[src/rtl/hazard_pkg.sv]
// Shared types and encodings for the ID-stage hazard / stall controller.
// Register width, forward-select codes, FSM states, tracker entry.
package hazard_pkg;

    localparam int REG_W = 5;

    typedef logic [REG_W-1:0] reg_t;

    localparam reg_t REG_ZERO = 5'd0;

    localparam logic [1:0] FWD_RF  = 2'd0;
    localparam logic [1:0] FWD_EX  = 2'd1;
    localparam logic [1:0] FWD_MEM = 2'd2;
    localparam logic [1:0] FWD_WB  = 2'd3;

    typedef enum logic [1:0] {
        S_RUN,
        S_STALL,
        S_FLUSH
    } state_e;

    typedef struct packed {
        logic valid;
        reg_t rd;
        logic load;
    } trk_entry_t;

    // Tracker index 0 is EX; older entries sit further down the pipe.
    function automatic logic [1:0] fwd_sel(input int k);
        if (k == 0)
            return FWD_EX;
        else if (k == 1)
            return FWD_MEM;
        else
            return FWD_WB;
    endfunction

endpackage

[src/rtl/hazard_stall_ctrl_if.sv]
// Decode-side bundle between ID and the hazard controller.
// master = decode/pipeline side, slave = controller.
interface hazard_stall_ctrl_if
    import hazard_pkg::*;
#(
    parameter int CNT_W = 16
) ();

    logic             id_valid;
    reg_t             id_rs;
    reg_t             id_rt;
    logic             id_use_rs;
    logic             id_use_rt;
    reg_t             id_rd;
    logic             id_wr;
    logic             id_load;
    logic             br_taken;

    logic             stall;
    logic             bubble;
    logic             flush;
    logic [1:0]       fwd_a;
    logic [1:0]       fwd_b;
    logic [CNT_W-1:0] stall_cnt;

    modport master (
        output id_valid, id_rs, id_rt, id_use_rs, id_use_rt,
        output id_rd, id_wr, id_load, br_taken,
        input  stall, bubble, flush, fwd_a, fwd_b, stall_cnt
    );

    modport slave (
        input  id_valid, id_rs, id_rt, id_use_rs, id_use_rt,
        input  id_rd, id_wr, id_load, br_taken,
        output stall, bubble, flush, fwd_a, fwd_b, stall_cnt
    );

endinterface

[src/rtl/reg_hazard_match.sv]
// One source register vs one tracker entry.
// Register 0 never matches.
module reg_hazard_match
    import hazard_pkg::*;
(
    input  reg_t src,
    input  logic use_src,
    input  logic ent_valid,
    input  reg_t ent_rd,
    output logic hit
);

    assign hit = use_src & ent_valid
               & (src == ent_rd)
               & (src != REG_ZERO);

endmodule

[src/rtl/hazard_stall_ctrl.sv]
// ID issue sequencer: tracker, hazard detect, stall/bubble/flush, stall counter.
// Build option HAZARD_FWD_EN: load-use-only hazards plus forward selects.
module hazard_stall_ctrl
    import hazard_pkg::*;
#(
    parameter int DEPTH     = 3,
    parameter int FLUSH_CYC = 1,
    parameter int CNT_W     = 16
) (
    input  logic          clk,
    input  logic          rst_n,
    hazard_stall_ctrl_if.slave bus
);

    localparam logic [1:0] FL_INIT = 2'(FLUSH_CYC - 1);

    trk_entry_t       trk [DEPTH];
    trk_entry_t       ins;
    logic [DEPTH-1:0] hit_rs;
    logic [DEPTH-1:0] hit_rt;
    logic             active;
    logic             hazard;
    logic             br;
    logic             stall;
    logic             bubble;
    logic             flush;
    logic [1:0]       fwd_a;
    logic [1:0]       fwd_b;
    state_e           state;
    state_e           state_nxt;
    logic [1:0]       fl_left;
    logic [1:0]       fl_nxt;
    logic [CNT_W-1:0] cnt;

    for (genvar k = 0; k < DEPTH; k++) begin : g_match
        reg_hazard_match u_rs (
            .src       (bus.id_rs),
            .use_src   (bus.id_use_rs),
            .ent_valid (trk[k].valid),
            .ent_rd    (trk[k].rd),
            .hit       (hit_rs[k])
        );
        reg_hazard_match u_rt (
            .src       (bus.id_rt),
            .use_src   (bus.id_use_rt),
            .ent_valid (trk[k].valid),
            .ent_rd    (trk[k].rd),
            .hit       (hit_rt[k])
        );
    end

    // Outputs stay quiet until the first edge after reset release.
    always_ff @(posedge clk or negedge rst_n) begin
        if (!rst_n)
            active <= 1'b0;
        else
            active <= 1'b1;
    end

`ifdef HAZARD_FWD_EN
    assign hazard = (hit_rs[0] | hit_rt[0]) & trk[0].load;

    // Walk oldest to youngest so the youngest match wins.
    always_comb begin
        fwd_a = FWD_RF;
        fwd_b = FWD_RF;
        for (int k = DEPTH - 1; k >= 0; k--) begin
            if (hit_rs[k])
                fwd_a = fwd_sel(k);
            if (hit_rt[k])
                fwd_b = fwd_sel(k);
        end
    end
`else
    assign hazard = |(hit_rs | hit_rt);
    assign fwd_a  = FWD_RF;
    assign fwd_b  = FWD_RF;
`endif

    assign br     = active & bus.br_taken;
    // The branch cycle itself is the first flush cycle.
    assign flush  = br | (state == S_FLUSH);
    assign stall  = active & hazard & bus.id_valid & ~flush;
    assign bubble = stall | flush;

    always_ff @(posedge clk or negedge rst_n) begin
        if (!rst_n) begin
            state   <= S_RUN;
            fl_left <= 2'd0;
        end else begin
            state   <= state_nxt;
            fl_left <= fl_nxt;
        end
    end

    always_comb begin
        state_nxt = state;
        fl_nxt    = fl_left;
        if (br) begin
            fl_nxt    = FL_INIT;
            state_nxt = (FL_INIT != 2'd0) ? S_FLUSH : S_RUN;
        end else begin
            unique case (state)
                S_FLUSH: begin
                    fl_nxt = fl_left - 2'd1;
                    if (fl_left <= 2'd1) begin
                        fl_nxt    = 2'd0;
                        state_nxt = S_RUN;
                    end
                end
                S_RUN, S_STALL: begin
                    state_nxt = stall ? S_STALL : S_RUN;
                end
                default: begin
                    state_nxt = S_RUN;
                    fl_nxt    = 2'd0;
                end
            endcase
        end
    end

    always_comb begin
        ins.valid = active & bus.id_valid & bus.id_wr
                  & ~bubble & ~flush;
        ins.rd    = bus.id_rd;
        ins.load  = bus.id_load;
    end

    always_ff @(posedge clk or negedge rst_n) begin
        if (!rst_n) begin
            for (int k = 0; k < DEPTH; k++)
                trk[k] <= '0;
        end else begin
            trk[0] <= ins;
            for (int k = 1; k < DEPTH; k++)
                trk[k] <= trk[k-1];
        end
    end

    always_ff @(posedge clk or negedge rst_n) begin
        if (!rst_n)
            cnt <= '0;
        else if (stall && (cnt != '1))
            cnt <= cnt + CNT_W'(1);
    end

    assign bus.stall     = stall;
    assign bus.bubble    = bubble;
    assign bus.flush     = flush;
    assign bus.fwd_a     = fwd_a;
    assign bus.fwd_b     = fwd_b;
    assign bus.stall_cnt = cnt;

endmodule

[src/flat_wrapper.sv]
// flat-port wrapper written by rule: the top's interface ports become plain ports
module hazard_stall_ctrl_flat import hazard_pkg::*;
#(
    parameter int DEPTH     = 3,
    parameter int FLUSH_CYC = 1,
    parameter int CNT_W     = 16
)
  (clk, rst_n, bus_id_valid, bus_id_rs, bus_id_rt, bus_id_use_rs, bus_id_use_rt, bus_id_rd, bus_id_wr, bus_id_load, bus_br_taken, bus_stall, bus_bubble, bus_flush, bus_fwd_a, bus_fwd_b, bus_stall_cnt);
  hazard_stall_ctrl_if #(.CNT_W(CNT_W)) bus_i ();
  input  logic clk;
  input  logic rst_n;
  input wire logic [$bits(bus_i.id_valid)-1:0] bus_id_valid;
  input wire logic [$bits(bus_i.id_rs)-1:0] bus_id_rs;
  input wire logic [$bits(bus_i.id_rt)-1:0] bus_id_rt;
  input wire logic [$bits(bus_i.id_use_rs)-1:0] bus_id_use_rs;
  input wire logic [$bits(bus_i.id_use_rt)-1:0] bus_id_use_rt;
  input wire logic [$bits(bus_i.id_rd)-1:0] bus_id_rd;
  input wire logic [$bits(bus_i.id_wr)-1:0] bus_id_wr;
  input wire logic [$bits(bus_i.id_load)-1:0] bus_id_load;
  input wire logic [$bits(bus_i.br_taken)-1:0] bus_br_taken;
  output wire logic [$bits(bus_i.stall)-1:0] bus_stall;
  output wire logic [$bits(bus_i.bubble)-1:0] bus_bubble;
  output wire logic [$bits(bus_i.flush)-1:0] bus_flush;
  output wire logic [$bits(bus_i.fwd_a)-1:0] bus_fwd_a;
  output wire logic [$bits(bus_i.fwd_b)-1:0] bus_fwd_b;
  output wire logic [$bits(bus_i.stall_cnt)-1:0] bus_stall_cnt;
  assign bus_i.id_valid = bus_id_valid;
  assign bus_i.id_rs = bus_id_rs;
  assign bus_i.id_rt = bus_id_rt;
  assign bus_i.id_use_rs = bus_id_use_rs;
  assign bus_i.id_use_rt = bus_id_use_rt;
  assign bus_i.id_rd = bus_id_rd;
  assign bus_i.id_wr = bus_id_wr;
  assign bus_i.id_load = bus_id_load;
  assign bus_i.br_taken = bus_br_taken;
  assign bus_stall = bus_i.stall;
  assign bus_bubble = bus_i.bubble;
  assign bus_flush = bus_i.flush;
  assign bus_fwd_a = bus_i.fwd_a;
  assign bus_fwd_b = bus_i.fwd_b;
  assign bus_stall_cnt = bus_i.stall_cnt;
  hazard_stall_ctrl #(.DEPTH(DEPTH), .FLUSH_CYC(FLUSH_CYC), .CNT_W(CNT_W)) u_core (.clk(clk), .rst_n(rst_n), .bus(bus_i));
endmodule
[config.mk]
export PLATFORM = sky130hd
export DESIGN_NAME = hazard_stall_ctrl_flat
export DESIGN_NICKNAME = d
export VERILOG_FILES = /design/src/rtl/hazard_pkg.sv /design/src/rtl/hazard_stall_ctrl_if.sv /design/src/rtl/reg_hazard_match.sv /design/src/rtl/hazard_stall_ctrl.sv /design/src/flat_wrapper.sv
export SDC_FILE = /design/constraint.sdc
export NUM_CORES = 1
export LEC_CHECK = 0
export ABC_AREA = 1
export CAP_MARGIN = 30
export CORE_MARGIN = 2
export CORE_UTILIZATION = 31
export CTS_CLUSTER_DIAMETER = 60
export DETAILED_ROUTE_END_ITERATION = 12
export DONT_BUFFER_PORTS = 1
export HOLD_SLACK_MARGIN = 0.05
export PLACE_DENSITY_LB_ADDON = 0.3
export SLEW_MARGIN = 20
export SYNTH_ARGS = -nofsm -noshare
export SYNTH_HDL_FRONTEND = slang
export SYNTH_SLANG_ARGS = --single-unit
[constraint.sdc]
create_clock -name clk -period 4.7 [get_ports clk]
set_input_delay 0.47 -clock clk [delete_from_list [all_inputs] [get_ports clk]]
set_output_delay 0.47 -clock clk [all_outputs]
set_load 0.05 [all_outputs]
Yosys cells after proc, flatten, opt, wreduce, memory -nomap -nowiden
Index checks and enable logic that the tools add are counted.
{"block": "word_totals", "input_bits": 23, "word_cells": 68, "ff_bits": 39, "out_inout_bits": 23}
{"block": "classes", "order_cmp": 1, "mux": 7, "add_sub_neg": 2, "bitwise_logic": 31, "eq_ne": 11, "n_reduce_logical": 6}
{"op": "== test 5 bit", "n": 6}
{"op": "AND 1 bit", "n": 26}
{"op": "adder 16 x 1 -> 16 bit, second input constant", "n": 1}
{"op": "!= test 16 bit, second input constant", "n": 1}
{"op": "nonzero test 5 bit", "n": 2}
{"op": "2-to-1 mux 2 bit", "n": 4}
{"op": "case mux 2 bit (2 select lines)", "n": 2}
{"op": "!= test 3 x 2 -> 1 bit, second input constant", "n": 1}
{"op": "bitwise OR 3 bit", "n": 1}
{"op": "OR reduction 3 bit", "n": 1}
{"op": "== test 2 x 1 -> 1 bit, second input constant", "n": 1}
{"op": "== test 2 bit, second input constant", "n": 1}
{"op": "less-or-equal comparator 2 x 1 -> 1 bit, second input constant", "n": 1}
{"op": "logical NOT 2 bit", "n": 1}
{"op": "!= test 2 x 1 -> 1 bit, second input constant", "n": 1}
{"op": "NOT 1 bit", "n": 2}
{"op": "bitwise OR 1 bit", "n": 2}
{"op": "OR reduction 2 bit", "n": 1}
{"op": "subtractor 2 x 1 -> 2 bit, second input constant", "n": 1}
{"op": "logical AND 1 bit", "n": 1}
{"op": "2-to-1 mux 1 bit", "n": 1}

Depth between registers and ports, before layout
{"block": "depth", "ltp_word": 12, "depth_mapped": 13}

By module
A second synthesis with hierarchy kept.
{"block": "hier_totals", "cells_unflattened": 378, "hier_area_um2": 2417.3}
{"mod": "hazard_stall_ctrl", "area_per_inst_um2": 1629.1, "n_inst": 1, "cells_per_inst": 186}
{"mod": "reg_hazard_match", "area_per_inst_um2": 131.4, "n_inst": 6, "cells_per_inst": 32}

Worst setup path before layout
Ideal clock, no wire load.
{"block": "synth_timing", "path_type": "register to register", "from": "reg u_core.cnt[0], in the netlist u_core.bus.stall_cnt[0]", "to": "reg u_core.cnt[4], in the netlist u_core.bus.stall_cnt[4]", "period_less_slack_ns": 1.944, "stages_incl_launch_ff": 10, "t_arrival_ns": 1.825, "slack_ns": 2.756, "cell_sequence": "dfrtp_1 -> ha_1 -> inv_1 -> nor4_4 -> nand4_2 -> inv_1 -> nor2_4 -> buf_6 -> nand2_1 -> nand2_1"}
{"block": "synth_between", "elab_chain_cells": 2, "elab_cells_between_ends": 3}
{"element": "start, declared", "line_no": "hazard_stall_ctrl.sv:33", "text": "logic [CNT_W-1:0] cnt;"}
{"element": "start signal, assigned", "line_no": "hazard_stall_ctrl.sv:144", "text": "cnt <= cnt + CNT_W'(1);"}
{"element": "branches (longest 2 deep; another with adder 16 x 1 -> 16 bit)"}
Several ways; the timed one is not identified.
A chain may end at the register's enable or synchronous reset.

Worst setup path in the final report
{"block": "layout_timing", "from": "reg u_core.trk[9] (netlist name)", "to": "out bus_bubble"}
{"block": "layout_between", "elab_chain_cells": 9, "elab_cells_between_ends": 12}
{"element": "start, declared", "line_no": "hazard_stall_ctrl.sv:17", "text": "trk_entry_t trk [DEPTH];"}
{"element": "start signal, assigned by index", "line_no": "hazard_stall_ctrl.sv:136", "text": "trk[k] <= trk[k-1];"}
{"element": "== test 5 bit", "line_no": "reg_hazard_match.sv:14", "text": "& (src == ent_rd)"}
{"element": "AND 1 bit", "line_no": "reg_hazard_match.sv:14"}
{"element": "AND 1 bit", "line_no": "reg_hazard_match.sv:15", "text": "& (src != REG_ZERO);"}
{"element": "bitwise OR 3 bit (*)", "line_no": "hazard_stall_ctrl.sv:75", "text": "assign hazard = |(hit_rs | hit_rt);"}
{"element": "OR reduction 3 bit (*)", "line_no": "hazard_stall_ctrl.sv:75"}
{"element": "AND 1 bit (*) (3 in a row)", "line_no": "hazard_stall_ctrl.sv:83", "text": "assign stall = active & hazard & bus.id_valid & ~flush;"}
{"element": "bitwise OR 1 bit (*)", "line_no": "hazard_stall_ctrl.sv:84", "text": "assign bubble = stall | flush;"}
{"element": "end, declared", "line_no": "flat_wrapper.sv:22", "text": "output wire logic [$bits(bus_i.bubble)-1:0] bus_bubble;"}
Every way passes the cells marked *; elsewhere a longest branch is shown, timed or not.

==> results.json <==
{
  "synth_edf_count": 0,
  "synth_mux_area_share_pct": 0,
  "ant_nets": 0,
  "grt_pass1_vias": 1873,
  "die_x_um": 87.5,
  "path_clk_slew_ps": 70,
  "drt_pass1_iterations": 4,
  "ys_ff_latch": 35,
  "grt_start_max_net_pins": 36,
  "status": "complete, no violations",
  "finalSetupViolCount": 0,
  "root_buffer": "clkbuf_8",
  "whs_endpoint": "u_core.trk[18]",
  "antenna_cells": 0,
  "maxCapViolations": 0,
  "whs_path_depth": 0,
  "synth_top_area_share_pct": 40.5,
  "syn_area_per_cell_um2": 6.76,
  "synth-simple-area-share_pct": 41.8,
  "reg2reg_from": "u_core.bus.stall_cnt[0]",
  "crit_path_frequent_cell": "nand2_1",
  "synth_top_area_cell": "dfrtp_1",
  "coreArea_um2": 6760,
  "cts_made_buffers": 5,
  "fin_area_um2": 2360,
  "synth_cell_types": 24,
  "clock_latency_ps": 280,
  "power_density_nw_per_um2": 267,
  "cts_tree": "yes",
  "dpl_cell_area_um2": 2220,
  "worstSetupEndpointType": "output port",
  "worstPathArrival_ps": 1770,
  "vias_per_cell": 4.53,
  "hold_path_class": "in -> reg",
  "setup_ws_ps": 2460,
  "clockBufferDepth": 2,
  "slew-limit-headroom_pct": 57.1,
  "h-tree-depth": 2,
  "wirelength_um": 4980,
  "area_growth_pct": 8.91,
  "die_h_um": 87.5,
  "synthTopCellsByArea": "dfrtp_1, nand2_1, inv_1, nor2_1, xor2_1",
  "synthAdderAreaFrac_pct": 0.578,
  "clock_sinks": 35,
  "async_reset_ff_share_pct": 100,
  "drt_iter0_drc": 70,
  "critPathTopFamily": "simple AND/OR/NAND/NOR gates",
  "critical_path.max_stage_delay_ps": 390,
  "min_from": "bus_id_rd[3]",
  "hold_viol": 0,
  "grt_util_all_layers_pct": 13.9,
  "tns_ps": 0,
  "syn_area_um2": 2160,
  "yosys-top-cells-count": "nand2_1, inv_1, dfrtp_1",
  "io-pin-count": 46,
  "synth-compound-area-share_pct": 0.694,
  "fin_skew_ps": 6.28,
  "start_util_pct": 32.0,
  "post_cts_buffers": 0,
  "crit_chain": "inv_1 -> nand2_1 -> o21ai_0 -> nor2_1 -> nand3_1 -> nand3_1 -> nand2_1 -> nand2_2 -> nand2_1 -> nand2_1",
  "drive_gt1_share_pct": 7.95,
  "critPathRequiredTime_ps": 4230,
  "syn_inst": 320,
  "slew_violations": 0,
  "cp-start-kind": "flip-flop",
  "die_area_um2": 7660,
  "grt-ovfl-total": 0,
  "ys_warn_count": 0,
  "tightest_slew_ps": 644,
  "peakVddDrop_uv": 109,
  "grt_pass1_wl_um": 8450,
  "cp_slowest_cell": "dfrtp_1",
  "yosysMostFrequentCell": "nand2_1",
  "portBuffers": 0,
  "std_cell_rows": 30,
  "fmax_mhz": 447,
  "critPathMaxFanout": 4,
  "ys_seq_area_share_pct": 40.5,
  "synth_top_family_by_area": "simple AND/OR/NAND/NOR gates",
  "post-place-cells": 397,
  "synth_xor_area_share_pct": 5.67,
  "r2r_cells": 7,
  "gp_congestion": 0.861,
  "final_core_util_pct": 34.9,
  "dr_total_vias": 1844,
  "final_nets": 350,
  "fin_cells": 407,
  "power_leakage_nw": 1.31,
  "worst-path-buf-inv": 1,
  "r2r_setup_slack_ps": 2490,
  "nFillCells": 757,
  "fin_crit_ps": 2240,
  "synth_ff_type": "dfrtp_1",
  "power_mw": 0.629,
  "fin_crit_sh_pct": 47.6,
  "routedWlPerCell_um": 12.2,
  "reg2reg_to": "u_core.bus.stall_cnt[11]",
  "rsz0062_at_grt": "false",
  "pre_cts_slack_ps": 2470,
  "antenna_found_initial": 0,
  "dp_hpwl_um": 3810,
  "drc": 0,
  "crit_type": "reg -> out",
  "fin_hold_ws_ps": 208
}
==> how the worst max path moves through the flow <==
stage | startpoint | end | slack [ps] | depth (start not counted)
4_1_cts | u_core.trk[16] | bus_bubble | 2440 | 10
3_5_place_dp | u_core.bus.stall_cnt[0] | u_core.bus.stall_cnt[5] | 2470 | 7
3_3_place_gp | u_core.bus.stall_cnt[0] | u_core.bus.stall_cnt[2] | 2530 | 7
2_1_floorplan | u_core.bus.stall_cnt[0] | u_core.bus.stall_cnt[4] | 2760 | 9
5_1_grt | u_core.trk[18] | bus_bubble | 2280 | 10
6_report | u_core.trk[9] | bus_bubble | 2460 | 10
==> final cells by class <==
| cell class | count | area, µm² | area share [%] |
|---|---|---|---|
| Clock buffer | 7 | 96.3 | 4.09 |
| Clock inverter | 1 | 7.51 | 0.319 |
| Inverter | 46 | 173 | 7.33 |
| Multi-Input combinational cell | 236 | 1070 | 45.6 |
| Sequential cell | 35 | 876 | 37.2 |
| Tap cell | 80 | 100 | 4.25 |
| Timing Repair Buffer | 2 | 30.0 | 1.27 |
==> layout by cell type (no fill, tap or decap), types with 2 or more instances in the layout <==
cell,netlist,routed
nand3_1,19,19
nand4_2,2,2
xnor2_1,3,3
conb_1,2,5
xor2_1,11,11
clkbuf_8,0,7
nand2_1,145,145
inv_2,10,10
nor2_1,30,30
nor3_1,9,9
inv_1,36,36
o21ai_0,2,2
dfrtp_1,35,35
==> flip-flops by register name (all words and copies together), names as in the netlist <==
register / count
u_core.active: 1
u_core.bus.stall_cnt: 16
u_core.trk: 18
==> routing by layer <==
metal	GRT usage (%)	wire (µm)
met5	0	0
met4	2.94	44
met3	4.15	302
met2	24.4	2510
met1	17.0	2130
==> kinds of logic (layout without fill, tap and decap cells) <==
| kind of cell | count (synthesis) | after routing |
|---|---|---|
| XOR/XNOR | 14 | 14 |
| flip-flops | 35 | 35 |
| AND/OR/NAND/NOR | 213 | 213 |
| adder cells (fa/ha/maj) | 1 | 1 |
| AO/OA/AOI/OAI | 3 | 3 |
| buffers and inverters | 52 | 56 |
| other | 2 | 5 |
==> what timing repair did <==
item | in CTS | in global routing
hold endpoints to repair | 35 | 0
hold buffers | 2 | 0
gates resized for setup | 0 | 0
==> where the power goes <==
part	leakage, nW	internal, mW	switching (mW)
Sequential	0.451	0.310	0.0131
Clock	0.0505	0.133	0.112
Combinational	0.806	0.0175	0.0427
Total	1.31	0.461	0.168
No activity file was read; power rests on OpenSTA's default activity.
